==> config.mk <==
export PLATFORM = sky130hd
export DESIGN_NAME = seq_match_logger
export DESIGN_NICKNAME = d
export VERILOG_FILES = /design/src/rtl/seq_match_logger.sv
export SDC_FILE = /design/constraint.sdc
export NUM_CORES = 1
export LEC_CHECK = 0
export CAP_MARGIN = 40
export CORE_UTILIZATION = 45
export CTS_BUF_LIST = sky130_fd_sc_hd__clkbuf_8 sky130_fd_sc_hd__clkbuf_16
export DETAILED_ROUTE_END_ITERATION = 8
export SYNTH_ARGS = -nofsm -noshare
export SYNTH_HDL_FRONTEND = slang
export SYNTH_SLANG_ARGS = --single-unit
export TNS_END_PERCENT = 30
==> constraint.sdc <==
create_clock -name clk -period 2.9 [get_ports clk]
set_clock_uncertainty 0.15 [all_clocks]
set_input_delay 0.725 -clock clk [delete_from_list [all_inputs] [get_ports clk]]
set_output_delay 0.725 -clock clk [all_outputs]
set_load 0.01 [all_outputs]
==> src/rtl/seq_match_logger.sv <==
// Timestamps detector match strobes with a free-running bit index and queues them
// in a small first-word-fall-through FIFO read over valid/ready; also keeps status counters.
module seq_match_logger #(
  parameter int IDX_W = 16,
  parameter int DEPTH = 4,
  parameter int CNT_W = 8
) (
  input  logic             clk,
  input  logic             rst,
  input  logic             det_in,
  input  logic             clr,
  output logic             evt_valid,
  input  logic             evt_ready,
  output logic [IDX_W-1:0] evt_index,
  output logic [CNT_W-1:0] match_cnt,
  output logic             overflow
);

  localparam int AW = $clog2(DEPTH);

  logic [IDX_W-1:0] bit_idx;
  logic [AW:0]      wptr;
  logic [AW:0]      rptr;
  logic [IDX_W-1:0] mem [DEPTH];
  logic             empty;
  logic             full;
  logic             pop;
  logic             push;
  logic             drop;

  function automatic logic [CNT_W-1:0] sat_inc(input logic [CNT_W-1:0] v);
    return (v == {CNT_W{1'b1}}) ? v : v + 1'b1;
  endfunction

  // Extra pointer MSB distinguishes full from empty when the address bits match.
  assign empty = (wptr == rptr);
  assign full  = (wptr[AW] != rptr[AW]) && (wptr[AW-1:0] == rptr[AW-1:0]);
  assign pop   = !empty && evt_ready;
  assign push  = det_in && (!full || pop);
  assign drop  = det_in && full && !pop;

  assign evt_valid = !empty;
  // Masking the head while empty keeps the output defined before storage is ever written.
  assign evt_index = empty ? '0 : mem[rptr[AW-1:0]];

  always_ff @(posedge clk) begin
    if (rst) begin
      bit_idx   <= '0;
      wptr      <= '0;
      rptr      <= '0;
      match_cnt <= '0;
      overflow  <= 1'b0;
    end else begin
      bit_idx <= bit_idx + 1'b1;
      if (clr) begin
        rptr      <= wptr;
        match_cnt <= '0;
        overflow  <= 1'b0;
      end else begin
        if (pop)    rptr      <= rptr + 1'b1;
        if (push)   wptr      <= wptr + 1'b1;
        if (det_in) match_cnt <= sat_inc(match_cnt);
        if (drop)   overflow  <= 1'b1;
      end
    end
  end

  // Timestamp storage carries no reset; only entries behind the pointers are ever read.
  always_ff @(posedge clk) begin
    if (!rst && !clr && push) begin
      mem[wptr[AW-1:0]] <= bit_idx;
    end
  end

endmodule
==> results.sh, run 1 <==
export IMPL_dr_pass1_iters=4
export IMPL_syn_cell_area_mm2=0.00404
export IMPL_clkTransAtPathRegs_ps=90
export IMPL_crit_path_end_kind="primary output"
export IMPL_crit_slowest_cell="clkdlybuf4s50_1"
export IMPL_seqCellArea_mm2=0.00259
export IMPL_finalNetCount=351
export IMPL_timing_critical_path_max_delay_family="buffers and inverters"
export IMPL_clk_path_buf_depth=2
export IMPL_synthCells=285
export IMPL_coreArea_mm2=0.00872
export IMPL_grt_ovfl_total=0
export IMPL_crit_chain="xor2_1, nor3_2, buf_4, nor2b_1, clkdlybuf4s50_1"
export IMPL_required_ps=2030
export IMPL_path_buf_inv=2
export IMPL_vias=2409
export IMPL_synth_edf_count=64
export IMPL_grt_usage_pct=16.6
export IMPL_final_max_slew_viol_count=0
export IMPL_cp_slowest_stage_delay_ps=530
export IMPL_finalHoldViolCount=0
export IMPL_drv_cap=0
export IMPL_dieArea_mm2=0.00936
export IMPL_worst_slew_pin_slew_ps=391
export IMPL_dp_hpwl_um=4700
export IMPL_ant_nets=0
export IMPL_clkLatencyLatePin_ps=350
export IMPL_leakage_uw=0.00171
export IMPL_num_antenna_cells=0
export IMPL_root_buffer="clkbuf_8"
export IMPL_cp_arrival_ps=1920
export IMPL_synth_xor_area_share_pct=3.69
export IMPL_fin_crit_sh_pct=96.2
export IMPL_max_freq_mhz=358
export IMPL_power_total_uw=2610
export IMPL_drt_wl_total_um=7150
export IMPL_drt_iter0_markers=72
export IMPL_syn_area_per_cell_um2=14.2
export IMPL_place_congestion=0.731
export IMPL_grt_pass1_wl_um=12100
export IMPL_seq_area_frac_synth_pct=64.0
export IMPL_synth_seq_cells=97
export IMPL_syn_to_final_growth_pct=20.6
export IMPL_fin_crit_ps=2790
export IMPL_path_class="flip-flop to primary output"
export IMPL_grt_max_degree=26
export IMPL_rsz0062_at_grt="false"
export IMPL_cp_max_fo=18
export IMPL_drive_above_1_share_pct=21.2
export IMPL_outcome="finished, final reports clean"
export IMPL_final_common_cell="edfxtp_1"
export IMPL_ir_drop_mv=0.240
export IMPL_synthSimpleGateAreaFrac_pct=14.6
export IMPL_vias_per_cell=5.33
export IMPL_synth_compound_area_share_pct=4.03
export IMPL_yosysTopAreaCell="edfxtp_1"
export IMPL_tritoncts="built"
export IMPL_die_x_um=96.7
export IMPL_grt_pass1_vias=2410
export IMPL_setup_viol=0
export IMPL_cts_hold_buf=0
export IMPL_tns_ps=0
export IMPL_mostFrequentLayoutCells="edfxtp_1, dfxtp_1, nor2_1, nor2b_1, buf_4"
export IMPL_hold_path_class="flip-flop to flip-flop"
export IMPL_async_flop_share_pct=0
export IMPL_p_per_area_mw_per_mm2=537
export IMPL_yosys_most_used_dff="edfxtp_1"
export IMPL_cts_sinks=97
export IMPL_synth_adder_area_share_pct=2.17
export IMPL_start_kind="flip-flop"
export IMPL_whs_ps=335
export IMPL_drc=0
export IMPL_synth_top_cell_area_share_pct=47.6
export IMPL_muxShareOfSynthArea_pct=9.98
export IMPL_start_util_pct=46.3
export IMPL_cts_max_level=3
export IMPL_io_pins=31
export IMPL_yosysUniqueCellTypes=53
export IMPL_syn_nets=297
export IMPL_fp_dieH_um=96.7
export IMPL_synthTopCellsByArea="edfxtp_1, dfxtp_1, mux4_2"
export IMPL_antenna_found_initial=0
export IMPL_synth_top_family_by_area="simple AND/OR/NAND/NOR gates"
export IMPL_cts_made_buffers=9
export IMPL_wire_per_inst_um=15.8
export IMPL_ys_warn_count=0
export IMPL_io_buffers=30
export IMPL_maxSlewHeadroom_pct=73.9
export IMPL_rows=34
export IMPL_multiInputGateArea_mm2=0.00141
export IMPL_fillCellCount=729
-- cells by family (layout without fill, tap and decap cells) --
| kind of cell | after synthesis | in the layout |
|---|---|---|
| AND/OR/NAND/NOR | 101 | 101 |
| adder cells (fa/ha/maj) | 7 | 7 |
| multiplexers | 20 | 20 |
| flip-flops | 97 | 97 |
| AO/OA/AOI/OAI | 27 | 27 |
| buffers and inverters | 16 | 75 |
| XOR/XNOR | 17 | 17 |
-- stage by stage --
stage	cells	instance area, um^2	worst slack, ps	util (%)
final	452	4870	109	55.8
after global routing	452	4870	2.74	55.8
after CTS	445	4790	3.10	54.9
after detailed placement	429	4620	202	52.9
after global placement	429	4620	242	52.9
after floorplan	285	4040	433	-
-- flip-flops by register name, indices dropped and copies added, names as in the netlist, named ones only --
register   cells
mem           64
overflow       1
rptr           3
bit_idx       16
match_cnt      8
wptr           3
-- report_power, final --
part | leakage (uW) | switching [uW] | internal [uW]
Clock | 0.000102 | 457 | 393
Combinational | 0.000742 | 122 | 142
Sequential | 0.000869 | 18.0 | 1480
-- path summary, 6_finish.rpt --
| kind | startpoint | depth (start not counted) | to | slack, ps |
|---|---|---|---|---|
| hold reg to reg | overflow$_SDFFE_PP0P_ | 2 | overflow$_SDFFE_PP0P_ | 330 |
| hold / removal | overflow$_SDFFE_PP0P_ | 2 | overflow$_SDFFE_PP0P_ | 330 |
| setup reg to reg | rptr[0]$_SDFFE_PP0N_ | 6 | mem[1][12]$_DFFE_PP_ | 820 |
| setup / recovery | rptr[0]$_SDFFE_PP0N_ | 5 | evt_index[4] | 110 |
-- cell type report --
type / instances / area share (%)
Clock buffer: 9 / 2.54
Clock inverter: 7 / 1.31
Inverter: 6 / 0.462
Multi-Input combinational cell: 172 / 28.9
Sequential cell: 97 / 53.1
Tap cell: 108 / 2.77
Timing Repair Buffer: 53 / 10.9
-- cells in the mapped netlist, types with 2 or more instances --
master / number
edfxtp_1: 64
dfxtp_1: 33
nor2_1: 28
nor2b_1: 18
mux4_2: 16
a21oi_1: 10
xor2_1: 9
xnor2_1: 8
ha_1: 7
nand3_1: 7
nand4_1: 7
clkbuf_1: 6
nand2_1: 6
inv_1: 5
o21ai_0: 5
and2_1: 4
or4_1: 4
nand2b_1: 3
nor4_1: 3
a31oi_1: 2
buf_1: 2
buf_2: 2
mux2i_1: 2
nor3_1: 2
nor3b_1: 2
o31ai_1: 2
or2_2: 2
-- what timing repair did --
item | CTS | global route
buffers inserted | 0 | 7
endpoints found under the setup margin | 16 | 2
resized for setup | 16 | 5
-- tightest hold or removal path: stages, from the launching register on --
cell     delay [ps]
dfxtp_1         340
a21oi_1          50
nor2_1           70
-- metal layers --
metal  vias to the layer above  GRT usage (%)  routed length (um)
li1                       1177              -                   -
met1                      1177           22.4                3450
met2                        42           26.5                3410
met3                        13           3.90                 183
met4                         0           5.97                 110
met5                         -              0                   0
No activity file was read; power rests on OpenSTA's default activity.
==> run 2, diff against run 1 <==
Settings changed: SLEW_MARGIN from default to 15.
==> results of run 2 <==
No change in the layout: final DEF, timing and power equal those of run 1.
==> run 3, diff against run 2 <==
Settings changed: CORE_UTILIZATION 45 to 46, PLACE_DENSITY from default to 0.65.
==> run 3 against run 2 <==
  * Maximum frequency rose by 0.76%
  * Largest power group unchanged
  * Wire length decreased by 0.53%
  * Clock power decreased by 11%
  * Critical endpoint is now evt_valid
  * Largest cell class unchanged
==> results.sh, run 3 (same netlist as run 1, synthesis figures left out) <==
export IMPL_setup_viol=0
export IMPL_drt_wl_total_um=7110
export IMPL_grt_pass1_vias=2326
export IMPL_grt_use_met3_pct=3.35
export IMPL_grt_max_degree=26
export IMPL_max_freq_mhz=361
export IMPL_path_class="flip-flop to primary output"
export IMPL_min_path_cells=2
export IMPL_antenna_found_initial=0
export IMPL_dp_cells=425
export IMPL_finalNonFillerCells=441
export IMPL_final_max_slew_viol_count=0
export IMPL_mostFrequentLayoutCells="edfxtp_1, dfxtp_1, nor2_1, nor2b_1"
export IMPL_rsz0062_at_grt="false"
export IMPL_grt_ovfl_total=0
export IMPL_final_common_cell="edfxtp_1"
export IMPL_clkLatencyLatePin_ps=350
export IMPL_dieArea_mm2=0.00916
export IMPL_top_usage_layer="met2"
export IMPL_num_antenna_cells=0
export IMPL_maxSlewHeadroom_pct=73.8
export IMPL_cts_hold_buf=0
export IMPL_largest_reg_flops=64
export IMPL_p_per_area_mw_per_mm2=526
export IMPL_vias=2371
export IMPL_cts_made_buffers=9
export IMPL_io_buffers=30
export IMPL_dp_hpwl_um=4820
export IMPL_wire_per_inst_um=16.1
export IMPL_outcome="finished, final reports clean"
export IMPL_grt_usage_pct=17.5
export IMPL_cts_sinks=97
export IMPL_grt_pass1_wl_um=11600
export IMPL_fp_dieH_um=95.7
export IMPL_start_util_pct=48.4
export IMPL_coreArea_mm2=0.00834
export IMPL_crit_path_end_kind="primary output"
export IMPL_clkTransAtPathRegs_ps=90
export IMPL_post_cts_resized=17
export IMPL_root_buffer="clkbuf_8"
export IMPL_required_ps=2030
export IMPL_leakage_uw=0.00165
export IMPL_io_pins=31
export IMPL_gr_usage_met2_pct=29.4
export IMPL_ant_nets=0
export IMPL_die_x_um=95.7
export IMPL_drive_above_1_share_pct=17.9
export IMPL_ir_drop_mv=0.245
export IMPL_drc=0
export IMPL_fin_crit_ps=2770
export IMPL_syn_to_final_growth_pct=17.7
export IMPL_start_kind="flip-flop"
export IMPL_fin_crit_sh_pct=95.5
export IMPL_tns_ps=0
export IMPL_vias_per_cell=5.38
export IMPL_postCtsSetupRepairBufs=0
export IMPL_hold_path_class="flip-flop to flip-flop"
export IMPL_worst_slew_pin_slew_ps=393
export IMPL_clk_path_buf_depth=2
export IMPL_drv_cap=0
export IMPL_finalNetCount=343
export IMPL_finalHoldViolCount=0
export IMPL_cp_arrival_ps=1890
export IMPL_r2r_cells=6
export IMPL_cts_max_level=3
export IMPL_whs_ps=331
export IMPL_cp_max_fo=18
export IMPL_grtUsageMet1_pct=22.2
export IMPL_rows=33
export IMPL_drt_iter0_markers=93
export IMPL_dr_pass1_iters=4
export IMPL_place_congestion=0.777
export IMPL_tritoncts="built"
## run 3: changes by cell type in the layout (fill, tap and decap cells not counted), moves of 2 or more
cell,before,now
xor2_2,2,0
buf_4,17,10
dfxtp_2,4,1
dfxtp_1,29,32
xor2_1,7,9
## run 3: power breakdown
part / switching, uW / total (uW) / internal [uW]
Sequential: 17.3 / 1500 / 1480
Combinational: 118 / 246 / 128
Clock: 453 / 758 / 305
## run 3: worst paths after layout
check | slack (ps) | from | end
hold / removal | 330 | overflow$_SDFFE_PP0P_ | overflow$_SDFFE_PP0P_
setup reg to reg | 770 | wptr[1]$_SDFFE_PP0P_ | mem[3][6]$_DFFE_PP_
hold reg to reg | 330 | overflow$_SDFFE_PP0P_ | overflow$_SDFFE_PP0P_
setup / recovery | 130 | wptr[1]$_SDFFE_PP0P_ | evt_valid
## run 3: worst max-delay path: stages, from the launching register on
cell and delay (ps):
dfxtp_1 430, xor2_1 250, nor3_2 70, buf_4 200, inv_2 60, clkdlybuf4s50_1 520
## run 3: metal layers
layer	wire [um]	share of wire, %	vias up
met2	3610	51	37
met3	260	3.7	8
met5	0	0	-
li1	-	-	1159
met4	99	1.4	0
met1	3140	44	1167
## run 3: final cells by class
type | count | area, um^2
inverters | 6 | 22.5
flip-flops and latches | 97 | 2580
multi-input cells | 172 | 1390
fillers | 727 | 3590
well taps | 105 | 131
clock inverters | 7 | 41.3
repair buffers | 45 | 455
clock buffers | 9 | 124
## run 3: metrics by stage
step | total power, uW | util [%] | area (um^2) | worst slack (ps)
after global placement | 1800 | 55.2 | 4600 | 237
after CTS | 2530 | 57.0 | 4750 | 87.3
after detailed placement | 1800 | 55.2 | 4600 | 228
after floorplan | 1670 | - | 4040 | 433
after global routing | 2600 | 57.0 | 4750 | 28.0
final | 2500 | 57.0 | 4750 | 130
